**config.mk**
```make
export PLATFORM = sky130hd
export DESIGN_NAME = byte_stream_unpacker
export DESIGN_NICKNAME = d
export VERILOG_FILES = /design/src/rtl/byte_stream_unpacker.sv
export SDC_FILE = /design/constraint.sdc
export NUM_CORES = 1
export LEC_CHECK = 0
export ABC_AREA = 1
export BUFFER_PORTS_ARGS = -buffer_cell sky130_fd_sc_hd__buf_2
export CORE_MARGIN = 10
export CORE_UTILIZATION = 30
export CTS_CLUSTER_DIAMETER = 150
export DETAILED_ROUTE_END_ITERATION = 6
export PLACE_DENSITY = 0.53
export SKIP_LAST_GASP = 1
export SLEW_MARGIN = 5
export SYNTH_ARGS = -nofsm -noshare
export SYNTH_HDL_FRONTEND = slang
export SYNTH_SLANG_ARGS = --single-unit
```
**constraint.sdc**
```tcl
create_clock -name i_clk -period 2.5 [get_ports i_clk]
set_clock_uncertainty 0.05 [all_clocks]
set_input_delay 0.5 -clock i_clk [delete_from_list [all_inputs] [get_ports i_clk]]
set_output_delay 0.5 -clock i_clk [all_outputs]
set_load 0.005 [all_outputs]
```
**src/rtl/byte_stream_unpacker.sv**
```systemverilog
// byte_stream_unpacker: reassembles a byte valid/ready stream into words.
// First byte of a word lands in the most-significant lane.
// Ports:
//   i_clk, i_rst (sync, active-high), i_cg (clock-gate enable)
//   i_byte/i_byteValid/i_byteLast -> o_byteReady   byte input stream
//   o_word/o_wordValid/o_wordLast/o_wordNBytes <- i_wordReady   word output
module byte_stream_unpacker #(
    parameter int WORD_BYTES = 4,
    parameter int BYTE_W     = 8
) (
    input  logic                               i_clk,
    input  logic                               i_rst,
    input  logic                               i_cg,
    input  logic [BYTE_W-1:0]                  i_byte,
    input  logic                               i_byteValid,
    input  logic                               i_byteLast,
    output logic                               o_byteReady,
    output logic [WORD_BYTES*BYTE_W-1:0]       o_word,
    output logic                               o_wordValid,
    output logic                               o_wordLast,
    output logic [$clog2(WORD_BYTES+1)-1:0]    o_wordNBytes,
    input  logic                               i_wordReady
);

    localparam int WW = WORD_BYTES * BYTE_W;
    localparam int NW = $clog2(WORD_BYTES + 1);
    localparam logic [NW-1:0] LAST_IDX = NW'(WORD_BYTES - 1);

    logic [WW-1:0] r_acc;
    logic [NW-1:0] r_cnt;
    logic          r_accDone;
    logic          r_accLast;
    logic [NW-1:0] r_accN;

    logic [WW-1:0] r_word;
    logic          r_wordValid;
    logic          r_wordLast;
    logic [NW-1:0] r_wordN;

    logic          w_bhs;
    logic          w_whs;
    logic          w_free;
    logic          w_done;
    logic [NW-1:0] w_n;
    logic [WW-1:0] w_fill;

    assign w_bhs  = i_byteValid & ~r_accDone & i_cg;
    assign w_whs  = r_wordValid & i_wordReady & i_cg;
    assign w_free = ~r_wordValid | w_whs;
    assign w_done = w_bhs & ((r_cnt == LAST_IDX) | i_byteLast);
    assign w_n    = r_cnt + NW'(1);

    // Accumulator with the incoming byte dropped into lane r_cnt.
    always_comb begin
        w_fill = r_acc;
        for (int j = 0; j < WORD_BYTES; j++) begin
            if (r_cnt == NW'(j)) begin
                w_fill[(WORD_BYTES-1-j)*BYTE_W +: BYTE_W] = i_byte;
            end
        end
    end

    always_ff @(posedge i_clk) begin
        if (i_rst) begin
            r_acc       <= '0;
            r_cnt       <= '0;
            r_accDone   <= 1'b0;
            r_accLast   <= 1'b0;
            r_accN      <= '0;
            r_word      <= '0;
            r_wordValid <= 1'b0;
            r_wordLast  <= 1'b0;
            r_wordN     <= '0;
        end else if (i_cg) begin
            if (w_whs) begin
                r_wordValid <= 1'b0;
            end
            if (r_accDone) begin
                // Pending word drains as soon as the output frees up.
                if (w_free) begin
                    r_word      <= r_acc;
                    r_wordValid <= 1'b1;
                    r_wordLast  <= r_accLast;
                    r_wordN     <= r_accN;
                    r_accDone   <= 1'b0;
                    r_acc       <= '0;
                end
            end else if (w_bhs) begin
                if (w_done) begin
                    r_cnt <= '0;
                    if (w_free) begin
                        r_word      <= w_fill;
                        r_wordValid <= 1'b1;
                        r_wordLast  <= i_byteLast;
                        r_wordN     <= w_n;
                        r_acc       <= '0;
                    end else begin
                        r_acc     <= w_fill;
                        r_accDone <= 1'b1;
                        r_accLast <= i_byteLast;
                        r_accN    <= w_n;
                    end
                end else begin
                    r_acc <= w_fill;
                    r_cnt <= w_n;
                end
            end
        end
    end

    assign o_byteReady  = ~r_accDone;
    assign o_word       = r_word;
    assign o_wordValid  = r_wordValid;
    assign o_wordLast   = r_wordLast;
    assign o_wordNBytes = r_wordN;

endmodule

```
# After elaboration in Yosys (flattened, before gate mapping)
# Cells that the tools add are included.
classes:
  addsub: 1
  n_eq_ne: 4
  muxes: 34
  bitwise: 10
  reduce_logical: 7
op_table:
  columns: ["operator", "count"]
  rows:
  - ["$mux 32", 10]
  - ["$mux 8", 4]
  - ["$mux 3", 6]
  - ["$mux 1", 14]
  - ["$eq 3x2->1 const B", 2]
  - ["$reduce_and 3->1", 2]
  - ["$and 1x1->1", 5]
  - ["$reduce_and 5->1", 1]
  - ["$reduce_and 4->1", 1]
  - ["$reduce_bool 2->1", 2]
  - ["$add 3x1->3 const B", 1]
  - ["$eq 3x1->1 const B", 1]
  - ["$logic_not 3->1", 1]
  - ["$not 1->1", 3]
  - ["$ne 2x1->1 const B", 1]
  - ["$or 1x1->1", 2]
word_totals:
  regBits: 77
  out_inout_bits: 38
  wordCells: 65

# Longest topological paths before layout
logic_depth:
  word_depth: 7
  depth_mapped: 13

# Worst setup path before layout
# No wires, ideal clock.
synth_path:
  path_type: "reg-to-reg"
  from: "register r_cnt[2]"
  to: "register r_word[19], in the netlist o_word[19]"
  setup_time_ps: 114
  t_arrival_ps: 1723
  required_time_ps: 2336
  path_slack_ps: 613
  stages_incl_launch_ff: 14
  path_buffers: 3
  period_less_slack_ps: 1887
  path_cell_list: "dfxtp_1 > inv_1 > buf_2 > ha_1 > nor2_1 > inv_1 > nand2_2 > nand2_4 > nand2_2 > buf_6 > buf_6 > nand2_1 > nand2_1 > nor2_2"
synth_between:
  elab_chain_len: 6
  elab_cells_between_ends: 11
synth_rtl:
  columns: ["element", "line_no", "source"]
  rows:
  - ["start, declared", "30", "logic [NW-1:0] r_cnt;"]
  - ["start signal, assigned", "105", "r_cnt <= w_n;"]
  - ["$eq 3x1->1", "57", "if (r_cnt == NW'(j)) begin"]
  - ["$mux 8", "57", null]
  - ["$mux 32", "91", "if (w_free) begin"]
  - ["$mux 32", "89", "if (w_done) begin"]
  - ["$mux 32", "88", "end else if (w_bhs) begin"]
  - ["$mux 32", "78", "if (r_accDone) begin"]
  - ["end signal, assigned", "81", "r_word <= r_acc;"]
  - ["end signal, assigned", "92", "r_word <= w_fill;"]
  - ["end, declared", "35", "logic [WW-1:0] r_word;"]
# Several ways; a longest one is shown, not always the timed one. The select of a mux whose other input is x is not followed.
# A chain may end at the register's enable or synchronous reset.

# Worst setup path after layout
layout_path:
  from: "register r_cnt[0]"
  to: "register r_wordN[1], in the netlist o_wordNBytes[1]"
layout_between:
  elab_chain_len: 5
  elab_cells_between_ends: 10
layout_rtl:
  columns: ["element", "line_no", "source"]
  rows:
  - ["$add 3x1->3 / $eq 3x2->1 (equally long branches)", "51, 50", null]
  - ["$mux 3 / $or 1x1->1 (equally long branches)", "91, 50", null]
  - ["$mux 3 / $and 1x1->1 (equally long branches)", "89, 50", null]
  - ["$mux 3 / $reduce_bool 2->1 (equally long branches)", null, null]
  - ["$mux 3 / $reduce_and 4->1 (equally long branches)", null, null]
  - ["end signal, assigned", "84", "r_wordN <= r_accN;"]
  - ["end signal, assigned", "95", "r_wordN <= w_n;"]
  - ["end, declared", "38", "logic [NW-1:0] r_wordN;"]
# Several ways; a longest one is shown, not always the timed one. The select of a mux whose other input is x is not followed.

==> impl_results.md <==
- Seq pwr share: 0.411
- All-layer global routing usage: 0.125
- Starting Density: 0.310
- DRT Pass-1 Iters: 6
- DRC Markers: 0
- CP startpoint: r_cnt[0]$_SDFFE_PP0P_
- Pin count of the biggest net entering global routing: 67
- Crit path kind: flop to flop
- Final Hold Violating Endpoints: 0
- Register area: 0.00154 mm^2
- Synth Cell Area: 0.00416 mm^2
- Final period utilization: 0.836
- Clk_lat worst skew: 0.34 ns
- Worst Path Arrival: 2.27 ns
- Fin area: 0.00491 mm^2
- # clock sinks: 77
- Final core utilization: 0.367
- Yosys warns: 0
- Number of setup violations in the final report: 0
- Clock Pin Slew Worst Setup and Hold Paths: 0.06 ns
- P_sw: 784 uW
- Routed via count: 4191
- Relative slew slack: 0.649
- Fillers: 1483
- IO Port Bufs: 51
- Proportion of layout cells with a drive suffix above 1: 0.141
- Max Slew Vio Count: 0
- Hold Crit Class: primary input to flop
- Max FO, Critical Path: 66
- Post-CTS resize count: 0
- Minimum clock period: 2.09 ns
- Initial DRC Count: 302
- R2r startpoint: r_cnt[0]$_SDFFE_PP0P_
- Nets: 733
- Top Ports: 52
- Worst Setup End Kind: flop
- CTS Hold Buffers Added: 0
- Syn Nets: 693
- Hold Crit Start: i_byteLast
- Layout area overhead: 18.2%
- Placed cell count: 878
- Routed WL: 11700 um
- Crit path cell chain: ha_1 -> ha_1 -> nor2_1 -> inv_1 -> nand2_2 -> nand2_4 -> nand2_2 -> buf_12 -> inv_1 -> nor2_1 -> nor2_1
- DRT antenna net count: 0
- Max-Cap Viols: 0
- Mapped Cells: 673
- #FFs+latches synth: 77
- Combinational Power Share: 0.122
- CTS root buf: clkbuf_16
- # rows: 42
- Commonest non-fill, non-tap cell in the layout: nand2_1
- Seq/Total Area, Yosys: 0.371
- Via count of the first global-routing pass: 4015
- Worst setup SP type: flop
- Max incr delay on CP: 0.35 ns
- CTS Buf Count: 9
- Switching share of power: 0.247
- Fin cells: 893
- Die width: 138 um
- CTS Buffer Depth: 2
- Pwr/cell area: 646 mW/mm^2
- DP Wirelength: 7990 um
- Synth unique cells: 20
- Setup repair bufs after CTS: 0
- Max frequency: 479 MHz
- Area occupied by multi-input gates: 0.00216 mm^2
- Static Leakage: 0.00248 uW
- Data required, critical path: 2.68 ns
- Placed instance area: 0.00459 mm^2
- RSZ-0062 raised after global routing: no
- Syn avg cell area: 6.18 um^2
- Clock power frac: 0.467
- Maximum VDD drop: 312 uV
- H-tree depth: 3
- Vias per cell: 4.69
- Grt ovf: 0
- Setup TNS: 0 ns
- P_int: 2390 uW
- RePlAce Congestion: 0.783
- Total power: 3170 uW
- CTS tree: built
- Worst-Margin Slew: 0.525 ns
- Crit-path slowest cell: dfxtp_1
- Run status: complete, no violations
- Antenna cells: 0
- Die area: 0.0190 mm^2
- Critical Path Most Common Cell: nor2_1
- Commonest non-fill, non-tap cells in the layout: nand2_1, nor2_1, dfxtp_1, inv_1, nand3_1
- Die height: 138 um
- Global-route wire length before repair: 19300 um
- Core ar.: 0.0134 mm^2
- Initial antenna violation count: 0
- WL/cell: 13.1 um
-- registers in the layout (all words and copies together) (netlist names) --
| name | flops |
|---|---|
| r_cnt | 3 |
| o_wordValid | 1 |
| r_accN | 3 |
| r_accDone | 1 |
| o_wordLast | 1 |
| r_acc | 32 |
| o_wordNBytes | 3 |
| r_accLast | 1 |
| o_word | 32 |
-- path summary, 6_finish.rpt --
kind,end,slack (ns),cells past startpoint
setup / recovery,o_wordNBytes[1]$_SDFFE_PP0P_,0.41,11
hold / removal,r_accLast$_SDFFE_PP0P_,0.41,3
setup reg to reg,o_wordNBytes[1]$_SDFFE_PP0P_,0.41,11
hold reg to reg,o_wordNBytes[0]$_SDFFE_PP0P_,0.44,2
-- cells by family after synthesis --
logic type / count (synthesis) / synth area share
simple gates: 408 / 0.411
buf+inv: 108 / 0.110
flops: 77 / 0.371
compound gates: 74 / 0.0897
fa+ha+maj: 6 / 0.0181
-- stage by stage --
step                      setup WS (ns)  hold WS [ns]
after floorplan                   0.613         0.415
after global placement            0.451         0.425
after detailed placement          0.408         0.426
after CTS                         0.393         0.403
after global routing              0.168         0.424
final                             0.410         0.407
-- critical path, delay by kind of cell (launching register included) --
kind                     cells  cell delay (ns)
flip-flops                   1             0.35
adder cells (fa/ha/maj)      2             0.45
buffers and inverters        3             0.50
AND/OR/NAND/NOR              6             0.62
-- cell usage after synthesis --
cell type,number,area [um^2]
inv_2,1,3.75
nor2_4,2,22.5
clkbuf_1,16,60.1
nor2_2,2,12.5
nand3_1,63,315
buf_4,5,37.5
o21ai_0,45,225
a21oi_1,28,140
ha_1,6,75.1
buf_2,16,80.1
nor3b_1,1,7.51
nand2_4,1,11.3
nand2_1,181,679
nand4_1,14,87.6
buf_6,2,22.5
nand2_2,13,81.3
dfxtp_1,77,1540
nor2_1,131,492
inv_1,68,255
a21boi_0,1,7.51
-- area by class of cell --
| cell class | count | share of cell area |
|---|---|---|
| Multi-Input combinational cell | 488 | 0.439 |
| Timing Repair Buffer | 68 | 0.0830 |
| Clock buffer | 10 | 0.0466 |
| Tap cell | 176 | 0.0448 |
| Sequential cell | 77 | 0.314 |
| Inverter | 69 | 0.0527 |
| Clock inverter | 5 | 0.0204 |
-- per-layer routing --
metal / up-vias / routed length (um) / GRT usage
met5: - / 0 / 0
met4: 0 / 224 / 0.0504
met3: 15 / 515 / 0.0288
met2: 81 / 5570 / 0.211
met1: 1924 / 5420 / 0.150
li1: 2171 / - / -
-- power groups by stage --
stage                     logic, uW  registers, uW  clock network, uW
after floorplan                 271           1330                  0
after detailed placement        390           1330                  0
after CTS                       392           1310               1520
after global placement          379           1330                  0
final                           387           1310               1480
after global routing            445           1310               1560
(Power assumes the default switching activity.)
